<file path="src/rtl/id_token_collector.sv">
// ---------------------------------------------------------------------------
// id_token_collector
//
// Purpose:
//   Sits behind the identifier-recognition FSM. It watches the same 8-bit
//   character stream together with the FSM's registered per-character hit
//   bit and splits the stream into identifier tokens. An identifier starts at
//   the first letter of a run and ends at the next separator. Leading digits
//   before that letter are not part of the token.
//   For each completed token it queues {length, digit count} in a small
//   first-word-fall-through FIFO. The FIFO is read through a valid/ready
//   handshake. The block also keeps a token counter and a drop counter.
//
// Optional feature:
//   `ID_TOKEN_CHECK_EN` adds a sticky cross-check between the character class
//   and the upstream id_hit bit, reported on err. When the macro is not
//   defined, err is tied low.
//
// Parameters:
//   FIFO_DEPTH  record FIFO entries. Must be a power of 2 and at least 2.
//   LEN_W       width of the length and digit-count fields.
//
// Ports:
//   clk         rising-edge clock, one character per cycle
//   rst_n       asynchronous active-low reset
//   char        ASCII character, the same signal that feeds the upstream FSM
//   id_hit      upstream FSM hit, registered on the same edge as char
//   out_valid   FIFO head record is valid
//   out_ready   consumer accepts the head when high together with out_valid
//   out_len     head record token length, saturating
//   out_digits  head record digit count (id_hit cycles in token), saturating
//   tok_count   tokens completed, including dropped ones; wraps
//   drop_count  records lost to a full FIFO; saturates at 255
//   overflow    sticky, set by the first drop
//   err         sticky class/id_hit cross-check error
// ---------------------------------------------------------------------------
module id_token_collector #(
    parameter int FIFO_DEPTH = 4,
    parameter int LEN_W      = 8
) (
    input  logic             clk,
    input  logic             rst_n,
    input  logic [7:0]       char,
    input  logic             id_hit,
    output logic             out_valid,
    input  logic             out_ready,
    output logic [LEN_W-1:0] out_len,
    output logic [LEN_W-1:0] out_digits,
    output logic [15:0]      tok_count,
    output logic [7:0]       drop_count,
    output logic             overflow,
    output logic             err
);

    localparam int PTR_W = $clog2(FIFO_DEPTH);
    localparam int REC_W = 2 * LEN_W;

    localparam logic [LEN_W-1:0] LEN_ZERO = {LEN_W{1'b0}};
    localparam logic [LEN_W-1:0] LEN_ONE  = {{(LEN_W-1){1'b0}}, 1'b1};
    localparam logic [LEN_W-1:0] LEN_MAX  = {LEN_W{1'b1}};
    localparam logic [PTR_W:0]   PTR_ONE  = {{PTR_W{1'b0}}, 1'b1};

    typedef enum logic [1:0] {
        S_IDLE  = 2'd0,
        S_NUM   = 2'd1,
        S_IDENT = 2'd2
    } state_t;

    // ------------------------------------------------------------------
    // Character classification helpers
    // ------------------------------------------------------------------
    function automatic logic is_digit(input logic [7:0] c);
        return (c >= 8'h30) && (c <= 8'h39);
    endfunction

    function automatic logic is_letter(input logic [7:0] c);
        return ((c >= 8'h41) && (c <= 8'h5A)) || ((c >= 8'h61) && (c <= 8'h7A));
    endfunction

    function automatic logic [LEN_W-1:0] sat_inc(input logic [LEN_W-1:0] v);
        return (v == LEN_MAX) ? LEN_MAX : v + LEN_ONE;
    endfunction

    // ------------------------------------------------------------------
    // Declarations
    // ------------------------------------------------------------------
    logic [7:0]       char_d_q, char_d_d;
    state_t           state_q, state_d;
    logic [LEN_W-1:0] len_q, len_d;
    logic [LEN_W-1:0] dig_q, dig_d;
    logic             push_s;

    logic [REC_W-1:0] mem_q [FIFO_DEPTH];
    logic [REC_W-1:0] mem_d [FIFO_DEPTH];
    logic [PTR_W:0]   wr_ptr_q, wr_ptr_d;
    logic [PTR_W:0]   rd_ptr_q, rd_ptr_d;
    logic             empty_s, full_s, pop_s, accept_s, drop_s;

    logic [15:0]      tok_count_q, tok_count_d;
    logic [7:0]       drop_count_q, drop_count_d;
    logic             overflow_q, overflow_d;

    logic             cur_dig_s, cur_let_s;

    // char_d lines the character up with the registered id_hit of the same character
    assign char_d_d  = char;
    assign cur_dig_s = is_digit(char_d_q);
    assign cur_let_s = is_letter(char_d_q);

    // ------------------------------------------------------------------
    // Token segmentation FSM
    // ------------------------------------------------------------------
    // Next-state and token counters from the aligned (char_d, id_hit) pair
    always_comb begin
        state_d = state_q;
        len_d   = len_q;
        dig_d   = dig_q;
        push_s  = 1'b0;
        case (state_q)
            S_IDLE: begin
                if (cur_let_s) begin
                    state_d = S_IDENT;
                    len_d   = LEN_ONE;
                    dig_d   = LEN_ZERO;
                end else if (cur_dig_s) begin
                    state_d = S_NUM;
                end else begin
                    state_d = S_IDLE;
                end
            end
            S_NUM: begin
                // A digit run only becomes a token once a letter shows up
                if (cur_let_s) begin
                    state_d = S_IDENT;
                    len_d   = LEN_ONE;
                    dig_d   = LEN_ZERO;
                end else if (cur_dig_s) begin
                    state_d = S_NUM;
                end else begin
                    state_d = S_IDLE;
                end
            end
            S_IDENT: begin
                if (cur_let_s) begin
                    len_d = sat_inc(len_q);
                end else if (cur_dig_s) begin
                    len_d = sat_inc(len_q);
                    if (id_hit) begin
                        dig_d = sat_inc(dig_q);
                    end else begin
                        dig_d = dig_q;
                    end
                end else begin
                    push_s  = 1'b1;
                    state_d = S_IDLE;
                    len_d   = LEN_ZERO;
                    dig_d   = LEN_ZERO;
                end
            end
            default: begin
                state_d = S_IDLE;
                len_d   = LEN_ZERO;
                dig_d   = LEN_ZERO;
            end
        endcase
    end

    // FSM state, alignment register and token counters
    always_ff @(posedge clk or negedge rst_n) begin
        if (!rst_n) begin
            char_d_q <= 8'h00;
            state_q  <= S_IDLE;
            len_q    <= LEN_ZERO;
            dig_q    <= LEN_ZERO;
        end else begin
            char_d_q <= char_d_d;
            state_q  <= state_d;
            len_q    <= len_d;
            dig_q    <= dig_d;
        end
    end

    // ------------------------------------------------------------------
    // Record FIFO (first-word fall-through)
    // ------------------------------------------------------------------
    // The pointers have one extra wrap bit so that full and empty can be told apart
    assign empty_s = (wr_ptr_q == rd_ptr_q);
    assign full_s  = (wr_ptr_q[PTR_W] != rd_ptr_q[PTR_W]) &&
                     (wr_ptr_q[PTR_W-1:0] == rd_ptr_q[PTR_W-1:0]);
    assign pop_s   = !empty_s && out_ready;
    // A pop on the same edge frees the slot, so a full FIFO still accepts the push
    assign accept_s = push_s && (!full_s || pop_s);
    assign drop_s   = push_s && full_s && !pop_s;

    // FIFO storage and pointer updates
    always_comb begin
        mem_d    = mem_q;
        wr_ptr_d = wr_ptr_q;
        rd_ptr_d = rd_ptr_q;
        if (accept_s) begin
            mem_d[wr_ptr_q[PTR_W-1:0]] = {len_q, dig_q};
            wr_ptr_d                   = wr_ptr_q + PTR_ONE;
        end else begin
            wr_ptr_d = wr_ptr_q;
        end
        if (pop_s) begin
            rd_ptr_d = rd_ptr_q + PTR_ONE;
        end else begin
            rd_ptr_d = rd_ptr_q;
        end
    end

    // FIFO registers; storage is cleared so the head reads zero out of reset
    always_ff @(posedge clk or negedge rst_n) begin
        if (!rst_n) begin
            for (int i = 0; i < FIFO_DEPTH; i++) begin
                mem_q[i] <= {REC_W{1'b0}};
            end
            wr_ptr_q <= {(PTR_W+1){1'b0}};
            rd_ptr_q <= {(PTR_W+1){1'b0}};
        end else begin
            mem_q    <= mem_d;
            wr_ptr_q <= wr_ptr_d;
            rd_ptr_q <= rd_ptr_d;
        end
    end

    // The head is read straight from storage flops; a push into an empty FIFO appears after the edge
    assign out_valid  = !empty_s;
    assign out_len    = mem_q[rd_ptr_q[PTR_W-1:0]][REC_W-1:LEN_W];
    assign out_digits = mem_q[rd_ptr_q[PTR_W-1:0]][LEN_W-1:0];

    // ------------------------------------------------------------------
    // Statistics
    // ------------------------------------------------------------------
    // Token counter wraps; the drop counter saturates; overflow is sticky
    always_comb begin
        tok_count_d  = tok_count_q;
        drop_count_d = drop_count_q;
        overflow_d   = overflow_q;
        if (push_s) begin
            tok_count_d = tok_count_q + 16'd1;
        end else begin
            tok_count_d = tok_count_q;
        end
        if (drop_s) begin
            drop_count_d = (drop_count_q == 8'hFF) ? 8'hFF : drop_count_q + 8'd1;
            overflow_d   = 1'b1;
        end else begin
            drop_count_d = drop_count_q;
            overflow_d   = overflow_q;
        end
    end

    // Statistics registers
    always_ff @(posedge clk or negedge rst_n) begin
        if (!rst_n) begin
            tok_count_q  <= 16'd0;
            drop_count_q <= 8'd0;
            overflow_q   <= 1'b0;
        end else begin
            tok_count_q  <= tok_count_d;
            drop_count_q <= drop_count_d;
            overflow_q   <= overflow_d;
        end
    end

    assign tok_count  = tok_count_q;
    assign drop_count = drop_count_q;
    assign overflow   = overflow_q;

    // ------------------------------------------------------------------
    // Optional class/id_hit cross-check
    // ------------------------------------------------------------------
`ifdef ID_TOKEN_CHECK_EN
    logic err_q, err_d;

    // Inside an identifier only digits may hit; outside one nothing may hit
    always_comb begin
        err_d = err_q;
        if (state_q == S_IDENT) begin
            if ((cur_dig_s && !id_hit) || (cur_let_s && id_hit)) begin
                err_d = 1'b1;
            end else begin
                err_d = err_q;
            end
        end else if (id_hit) begin
            err_d = 1'b1;
        end else begin
            err_d = err_q;
        end
    end

    // Sticky error flag
    always_ff @(posedge clk or negedge rst_n) begin
        if (!rst_n) begin
            err_q <= 1'b0;
        end else begin
            err_q <= err_d;
        end
    end

    assign err = err_q;
`else
    assign err = 1'b0;
`endif

endmodule

</file>
<file path="config.mk">
export PLATFORM = sky130hd
export DESIGN_NAME = id_token_collector
export DESIGN_NICKNAME = d
export VERILOG_FILES = /design/src/rtl/id_token_collector.sv
export SDC_FILE = /design/constraint.sdc
export NUM_CORES = 1
export LEC_CHECK = 0
export ABC_AREA = 1
export BUFFER_PORTS_ARGS = -buffer_cell sky130_fd_sc_hd__buf_2
export CORE_ASPECT_RATIO = 2
export CORE_MARGIN = 2
export CORE_UTILIZATION = 36
export CTS_BUF_LIST = sky130_fd_sc_hd__clkbuf_16
export CTS_CLUSTER_SIZE = 12
export DETAILED_ROUTE_END_ITERATION = 7
export PLACE_DENSITY = 0.55
export SYNTH_ARGS = -nofsm -noshare
export SYNTH_HDL_FRONTEND = slang
export SYNTH_SLANG_ARGS = --single-unit
</file>
<file path="constraint.sdc">
create_clock -name clk -period 1.9 [get_ports clk]
set_clock_uncertainty 0.2 [all_clocks]
set_input_delay 0.095 -clock clk [delete_from_list [all_inputs] [get_ports clk]]
set_output_delay 0.095 -clock clk [all_outputs]
set_load 0.01 [all_outputs]
</file>
**Word level (Yosys, flattened, before mapping)**

Cells that the tools add are included.

- Latch bits: 0
- Bits in registers: 121
- RAM bits: 0
- Logic and storage cells: 86
- Bits in read-only memories: 0
- Memories kept: 0

- Multipliers: 0
- Mux-type cells: 26
- Divide/modulo/power cells: 0
- Eq/ne operators: 12
- Bitwise operators: 2
- $lt $le $gt $ge: 9
- Shifts and indexed selects: 0
- Reductions and logical operators: 18
- Add/subtract/negate cells: 6

Operators with widths:

| operator | number |
|---|---|
| 8-bit two-way mux | 10 |
| 64-bit bitwise mux | 1 |
| 16-bit two-way mux | 3 |
| 16-bit binary-select mux with 2-bit select | 1 |
| 16-bit demux with 2-bit select | 1 |
| 8-bit one-hot mux with 2 select lines | 2 |
| 8-bit by 1-bit adder with 8-bit output, second input constant | 3 |
| 8-bit equality test, second input constant | 3 |
| 16-bit by 1-bit adder with 16-bit output, second input constant | 1 |
| 8-bit by 7-bit >= comparator with 1-bit output, second input constant | 2 |
| 8-bit by 7-bit <= comparator with 1-bit output, second input constant | 2 |
| 1-bit logical AND | 9 |
| 8-bit by 6-bit >= comparator with 1-bit output, second input constant | 1 |
| 8-bit by 6-bit <= comparator with 1-bit output, second input constant | 1 |
| 3-bit by 1-bit adder with 3-bit output, second input constant | 2 |
| 3-bit >= comparator, second input constant | 2 |
| 2-bit two-way mux | 3 |
| 2-bit inverter with 3-bit output | 2 |
| 1-bit two-way mux | 4 |
| 2-bit inequality test, second input constant | 2 |
| 2-bit one-hot mux with 2 select lines | 1 |
| 3-bit equality test | 1 |
| 1-bit logical NOT | 3 |
| 3-bit by 1-bit less-than comparator with 1-bit output, second input constant | 1 |
| 11 further kinds | 12 |

**Logic depth before layout (Yosys ltp)**

Gate-level depths: netlist of the first run.

- Depth after elaboration: 7
- Mapped depth: 11

**Worst setup path before layout of the first run**

No wires, ideal clock.

- Path type: register to register
- From: reg rd_ptr_q[0]
- To: reg mem_q[53] in the netlist's numbering
- Required time: 1583 ps
- Path slack: 153 ps
- Path buffers: 3
- Arrival time: 1429 ps
- Cell stages (with the launch flop): 11
- Path through: dfrtp_1 buf_2 xor2_1 nor2_2 nand2_4 inv_2 nor2_8 buf_6 buf_12 nand3_1 nand2_1

- Word-level cells in the longest chain between the ends: 5
- Elaborated cells on any way between the ends: 8

Ends and longest elaborated chain:

| what | line | RTL |
|---|---|---|
| from (decl) | 96 | `logic [PTR_W:0] rd_ptr_q, rd_ptr_d;` |
| from (signal assigned) | 220 | `rd_ptr_q <= {(PTR_W+1){1'b0}};` |
| from (signal assigned) | 224 | `rd_ptr_q <= rd_ptr_d;` |
| 3-bit equality test or 2-bit equality test (tied branches) | 187, 189 |  |
| 1-bit logical NOT or 1-bit logical AND (tied branches) | 190, 188 |  |
| 1-bit logical AND or 1-bit logical NOT (tied branches) | 190, 192 |  |
| 1-bit logical OR * | 192 | `assign accept_s = push_s && (!full_s \|\| pop_s);` |
| 1-bit logical AND * | 192 |  |
| to (signal, indexed assignment) | 217 | `mem_q[i] <= {REC_W{1'b0}};` |
| to (signal assigned) | 222 | `mem_q <= mem_d;` |
| to (decl) | 93 | `logic [REC_W-1:0] mem_q [FIFO_DEPTH];` |

Every way passes the cells marked *; elsewhere a longest branch is shown, timed or not.
A chain may end at the register's enable or synchronous reset.

**Worst setup path after layout of the first run**

- From: reg rd_ptr_q[0]
- To: out out_len[3]

- Word-level cells in the longest chain between the ends: 4

Ends and longest elaborated chain:

| what | line | RTL |
|---|---|---|
| 2-bit inverter with 3-bit output (not written as such) | 230 | `assign out_len = mem_q[rd_ptr_q[PTR_W-1:0]][REC_W-1:LEN_W];` |
| 16-bit binary-select mux with 2-bit select | 230 |  |
| 16-bit two-way mux (2 in a row) | -- |  |
| to (decl) | 47 | `output logic [LEN_W-1:0] out_len,` |

Every way passes these cells. The select of a mux whose other input is x is not followed.

==> impl_metrics.ini, run 1 <==
[die]
die-area_um2 = 18800
core_region_area_um2 = 17300
fp.dieW_um = 97.8
start_util_pct = 36.7
rows = 68
ios = 55
die_y_um = 192

[cts]
htree_levels = 4
clk_pin_slew_ns = 0.06
cts_tree = built
cts_root_buffer = clkbuf_16
cts.sinks = 121
cts_buffers = 17
clockBufferDepth = 2
worst_skew_pair.late_latency_ns = 0.42

[finish]
fin_area_um2 = 8440
multiInputGateArea_um2 = 3140
fill_cells = 1630
layout_common_cells = 230 x nand2_1, 120 x dfrtp_1, 61 x nand3_1
area_delta_synth_final_pct = 33.0
final_common_cell = nand2_1
final-seq-area_um2 = 3030
drive_gt1_share_pct = 27.8
nNetsFinal = 897
diodes = 0

[yosys]
syn-num-nets = 791
synth_area_leaders = dfrtp_1 48%, nand2_1 14%, nand3_1 6.2%, o21ai_0 5.0%, nor2_1 3.4%
synth_cell_types = 40
synth_area_per_cell_um2 = 8.24
yosys.area.top_type = dfrtp_1
ys_seq_area_share_pct = 47.8
yosysWarnings = 0
netlist_instances = 770
ys_seq_elements = 121
yosysTopAreaCellShare_pct = 47.8
syn_area_um2 = 6340

[detailed_routing]
antenna_left = 0
vias = 5590
drc = 0
wirelength_mm = 18.0
drtIter0Drc = 325
wl_per_cell_um = 16.3
viasPerCell = 5.09
dr.pass1.iters = 4

[setup_path]
rr_worst_depth = 9
path_max_fanout = 23
cp-end-kind = output pin
path_class = register to output pin
critPathRequiredTime_ns = 1.60
worst_r2r_endpoint = wr_ptr_q[2]
worstPathArrival_ns = 1.67
r2r_setup_slack_ns = 0.01
start_kind = register
reg2reg_from = rd_ptr_q[0]

[flow_run]
max_cap_viol_count = 0

[timing]
fmax_mhz = 509
setup_ws_ns = -0.0633
slew_headroom_pct = 65.0
setup_viol_count_final = 8
fin_crit_ns = 1.96
rsz0062_at_grt = yes
hold_viol = 3
period_share_pct = 103
worstMarginPinSlew_ns = 0.524
fin_hold_ws_ns = -0.00754
slew_viol_final = 0

[global_routing]
grt_pass1_wl_mm = 28.6
grt_max_degree = 37
grt_antenna_before_repair = 0
grt_util_all_layers_pct = 19.3
grt_pass1_vias = 5630
grt_overflow = 0

[worst_hold_path]
hp-class = input port to asynchronous set/reset pin

[placement]
hpwl_mm = 11.6
placement.cell_area_um2 = 7120
numPortBuffers = 53
gp_congestion = 0.868

[pwr]
power.total_mw = 10.2
powerDensity_nw_per_um2 = 1210
vdd_drop_max_mv = 0.653
leakage_nw = 4.14

[status]
violations = negative hold slack, negative setup slack
status = finished, violations left
synth_stat cells, drive strengths merged:
cell type / n
dfrtp: 121
nand3: 99
nor3: 9
xnor2: 8
clkbuf: 16
buf: 27
nand4: 12
o22ai: 16
clkinv: 1
or2: 2
inv: 49
conb: 1
ha: 9
o21ai: 77
xor2: 14
nand2: 239
a21oi: 1
o211ai: 1
a31oi: 1
nor2: 65
o21bai: 1
nand3b: 1
cells by family after synthesis:
logic type | after synthesis | share of synthesized area, %
AND/OR/NAND/NOR | 427 | 31.8
flip-flops | 121 | 47.8
AO/OA/AOI/OAI | 97 | 8.48
buffers and inverters | 93 | 7.12
XOR/XNOR | 22 | 3.04
adder cells (fa/ha/maj) | 9 | 1.78
other | 1 | 0.0591
per-layer routing:
| metal | up-vias | GRT usage [%] | share of wire, % |
|---|---|---|---|
| met1 | 2687 | 20.7 | 38 |
| met2 | 140 | 37.1 | 56 |
| li1 | 2733 | - | - |
| met3 | 30 | 3.06 | 3.3 |
| met5 | - | 0 | 0 |
| met4 | 0 | 7.64 | 3.3 |
worst max-delay path by stage:
| stage | end | from | slack, ns | depth (start not counted) |
|---|---|---|---|---|
| detailed placement | tok_count[13] | tok_count[0] | 0.11 | 8 |
| CTS | out_len[3] | rd_ptr_q[0] | -0.04 | 4 |
| global route | out_len[4] | rd_ptr_q[0] | -0.08 | 6 |
| floorplan | mem_q[53] | rd_ptr_q[0] | 0.15 | 10 |
| global placement | tok_count[13] | tok_count[0] | 0.12 | 8 |
| finish | out_len[3] | rd_ptr_q[0] | -0.06 | 4 |
sequential cells by signal, indices dropped and copies added, names as in the netlist:
register / count
mem_q: 64
tok_count: 16
char_d_q: 8
dig_q: 8
drop_count: 8
len_q: 8
rd_ptr_q: 3
wr_ptr_q: 3
state_q: 2
overflow: 1
through the flow:
step	hold WS [ns]	setup TNS (ns)	setup WS (ns)	cells	util [%]
floorplan	-0.401	0	0.153	770	-
global placement	-0.0870	0	0.118	1041	41.2
detailed placement	-0.0936	0	0.114	1041	41.2
CTS	0.00569	-0.110	-0.0397	1091	46.7
global route	0.0320	-3.26	-0.0847	1099	48.8
finish	-0.00754	-0.151	-0.0633	1099	48.8
worst max-delay path, cell delays in order (launching register included):
cell and delay (ns):
dfrtp_2 0.46, buf_8 0.22, o21ai_0 0.12, o22ai_1 0.25, buf_2 0.19
area by class of cell:
cell class              instances  area share (%)
multi-input cells             556            37.2
flip-flops and latches        121            35.9
repair buffers                130            14.5
clock buffers                  17            5.04
well taps                     210            3.11
inverters                      50            2.40
clock inverters                15            1.84
where the power goes:
part / switching, mW / total [mW] / internal, mW
logic: 2.35 / 4.03 / 1.68
clock network: 1.23 / 3.16 / 1.93
registers: 0.239 / 3.04 / 2.80
total: 3.82 / 10.2 / 6.41
repair_timing:
item / 4_1_cts / 5_1_grt
setup buffers: 6 / 3
cloned: 3 / 5
setup endpoints to repair: 16 / 103
hold endpoints to repair: 132 / 0
hold buffers: 10 / 0
pin swaps: 10 / 16
resized for setup: 51 / 46
(Power assumes the default switching activity.)
==> run 2, diff against run 1 <==
Settings changed: PLACE_DENSITY 0.55 to 0.5.
==> impl_metrics.ini, run 2 (synthesis results as in run 1) <==
[status]
status = finished, violations left
violations = negative setup slack

[cts]
cts_root_buffer = clkbuf_16
clk_pin_slew_ns = 0.06
clockBufferDepth = 2
htree_levels = 4
cts.sinks = 121
cts_tree = built
cts_buffers = 17
worst_skew_pair.late_latency_ns = 0.42

[pwr]
powerDensity_nw_per_um2 = 1270
pwr-share-comb_pct = 42.5
seqPwrFrac_pct = 27.0
vdd_drop_max_mv = 0.653
power.total_mw = 11.2
p_int_mw = 7.09
leakage_nw = 4.35
switching_share_pct = 36.6
clock_power_share_pct = 30.6
p_switching_mw = 4.09

[finish]
drive_gt1_share_pct = 32.3
area_delta_synth_final_pct = 39.3
nNetsFinal = 921
layout_common_cells = 226 x nand2_1, 120 x dfrtp_1, 72 x nand3_1
layout.cells.non_filler = 1123
final_common_cell = nand2_1
diodes = 0
final_core_util_pct = 51.2
regMostFlops = mem_q
largest_reg_flops = 64
fin_area_um2 = 8830

[timing]
tns_ns = -1.36
hold_viol = 0
fmax_mhz = 500
rsz0062_at_grt = yes
period_share_pct = 105
setup_ws_ns = -0.0994
fin_crit_ns = 2.00
slew_viol_final = 0
setup_viol_count_final = 23

[die]
fp.dieW_um = 97.8
die_y_um = 192
core_region_area_um2 = 17300
start_util_pct = 36.7
rows = 68
ios = 55
die-area_um2 = 18800

[detailed_routing]
drtIter0Drc = 417
antenna_left = 0
dr.pass1.iters = 5
drc = 0
wirelength_mm = 19.7
wl_per_cell_um = 17.5
vias = 5797
viasPerCell = 5.16

[placement]
placement.cell_area_um2 = 7090
numPortBuffers = 53
dp.cells = 1041
gp_congestion = 0.880
hpwl_mm = 11.9

[worst_hold_path]
hp-class = input port to asynchronous set/reset pin

[setup_path]
start_kind = register
path_cells = buf_6, buf_12, inv_12, buf_6, o21ai_2, o22ai_2, buf_2
cp_top_family = buffers and inverters
critPathRequiredTime_ns = 1.60
path_max_fanout = 6
crit_slowest_cell = dfrtp_2
cp_num_buf_inv = 5
worstPathArrival_ns = 1.70
cp-end-kind = output pin
max_stage_delay_ns = 0.41
path_class = register to output pin
critPathMostFrequentCell = buf_6

[global_routing]
grt_util_all_layers_pct = 21.4
grt_overflow = 0
grt_max_degree = 37
grt_pass1_wl_mm = 31.1
grt_pass1_vias = 6035
grt_antenna_before_repair = 0

[flow_run]
max_cap_viol_count = 0
==> run 2: cell count changes in the layout (fill, tap and decap cells not counted), moves of 6 or more <==
| cell | previous run | this run |
|---|---|---|
| buf_12 | 14 | 22 |
| o21ai_0 | 47 | 29 |
| nor2_4 | 5 | 15 |
| o22ai_1 | 11 | 5 |
| nor2_2 | 6 | 14 |
| buf_4 | 38 | 50 |
| nand3_2 | 33 | 25 |
| nand3_1 | 61 | 72 |
| o21ai_1 | 14 | 22 |
| nor2_1 | 51 | 36 |
| o21ai_2 | 15 | 23 |
==> run 2: power groups by stage <==
stage                     Combinational, mW  Sequential, mW  Clock, mW
final                                  4.74            3.01       3.42
after global routing                   5.04            3.05       3.62
after CTS                              4.44            3.00       3.49
after detailed placement               3.10            3.03          0
after global placement                 3.08            3.03          0
after floorplan                        1.77            3.03          0
==> run 2: what timing repair did <==
action	CTS	global route
setup endpoints to repair	99	105
gates resized for setup	95	75
setup buffers	20	12
hold buffers	11	0
cloned	7	3
pin swaps	20	28
endpoints found under the hold margin	132	0
==> run 2: stage by stage <==
step                      hold slack [ns]  worst slack, ns
after floorplan                    -0.401            0.153
after global placement             -0.129           -0.280
after detailed placement           -0.124           -0.318
after CTS                          0.0115           -0.174
after global routing               0.0884           -0.155
final                              0.0700          -0.0994
==> run 2: path summary, 6_finish.rpt <==
check	cells after the start	start	to	slack (ns)
min	3	rst_n	mem_q[5]	0.07
max in group asynchronous	3	rst_n	rd_ptr_q[0]	1.13
min in group clk	5	id_hit	dig_q[3]	0.08
min reg2reg	1	overflow	overflow	0.26
max	7	rd_ptr_q[0]	out_digits[4]	-0.1
max reg2reg	9	wr_ptr_q[0]	drop_count[1]	-0.05
==> run 2: worst reg2reg max path: stages (launching register included) <==
cell	delay [ns]
dfrtp_1	0.43
xor2_1	0.20
nor2_2	0.20
nand2_4	0.11
buf_6	0.15
nor2_4	0.11
buf_6	0.12
clkinvlp_4	0.17
nand2_2	0.11
nand2_1	0.05
==> run 2: metal layers <==
metal  track usage, %  vias to the layer above  wire length, um
li1                 -                     2772                -
met1             21.9                     2808             7140
met2             41.1                      162            11000
met3             3.71                       55              700
met4             10.3                        0              872
met5                0                        -                0
==> run 2: final cells by class <==
cell class                 count  area [um2]
inverter                      50         225
timing repair buffer         150        1430
tap                          210         263
clock inverter                15         201
clock buffer                  17         425
fill                        1600        8440
sequential                   121        3030
multi-input combinational    560        3260
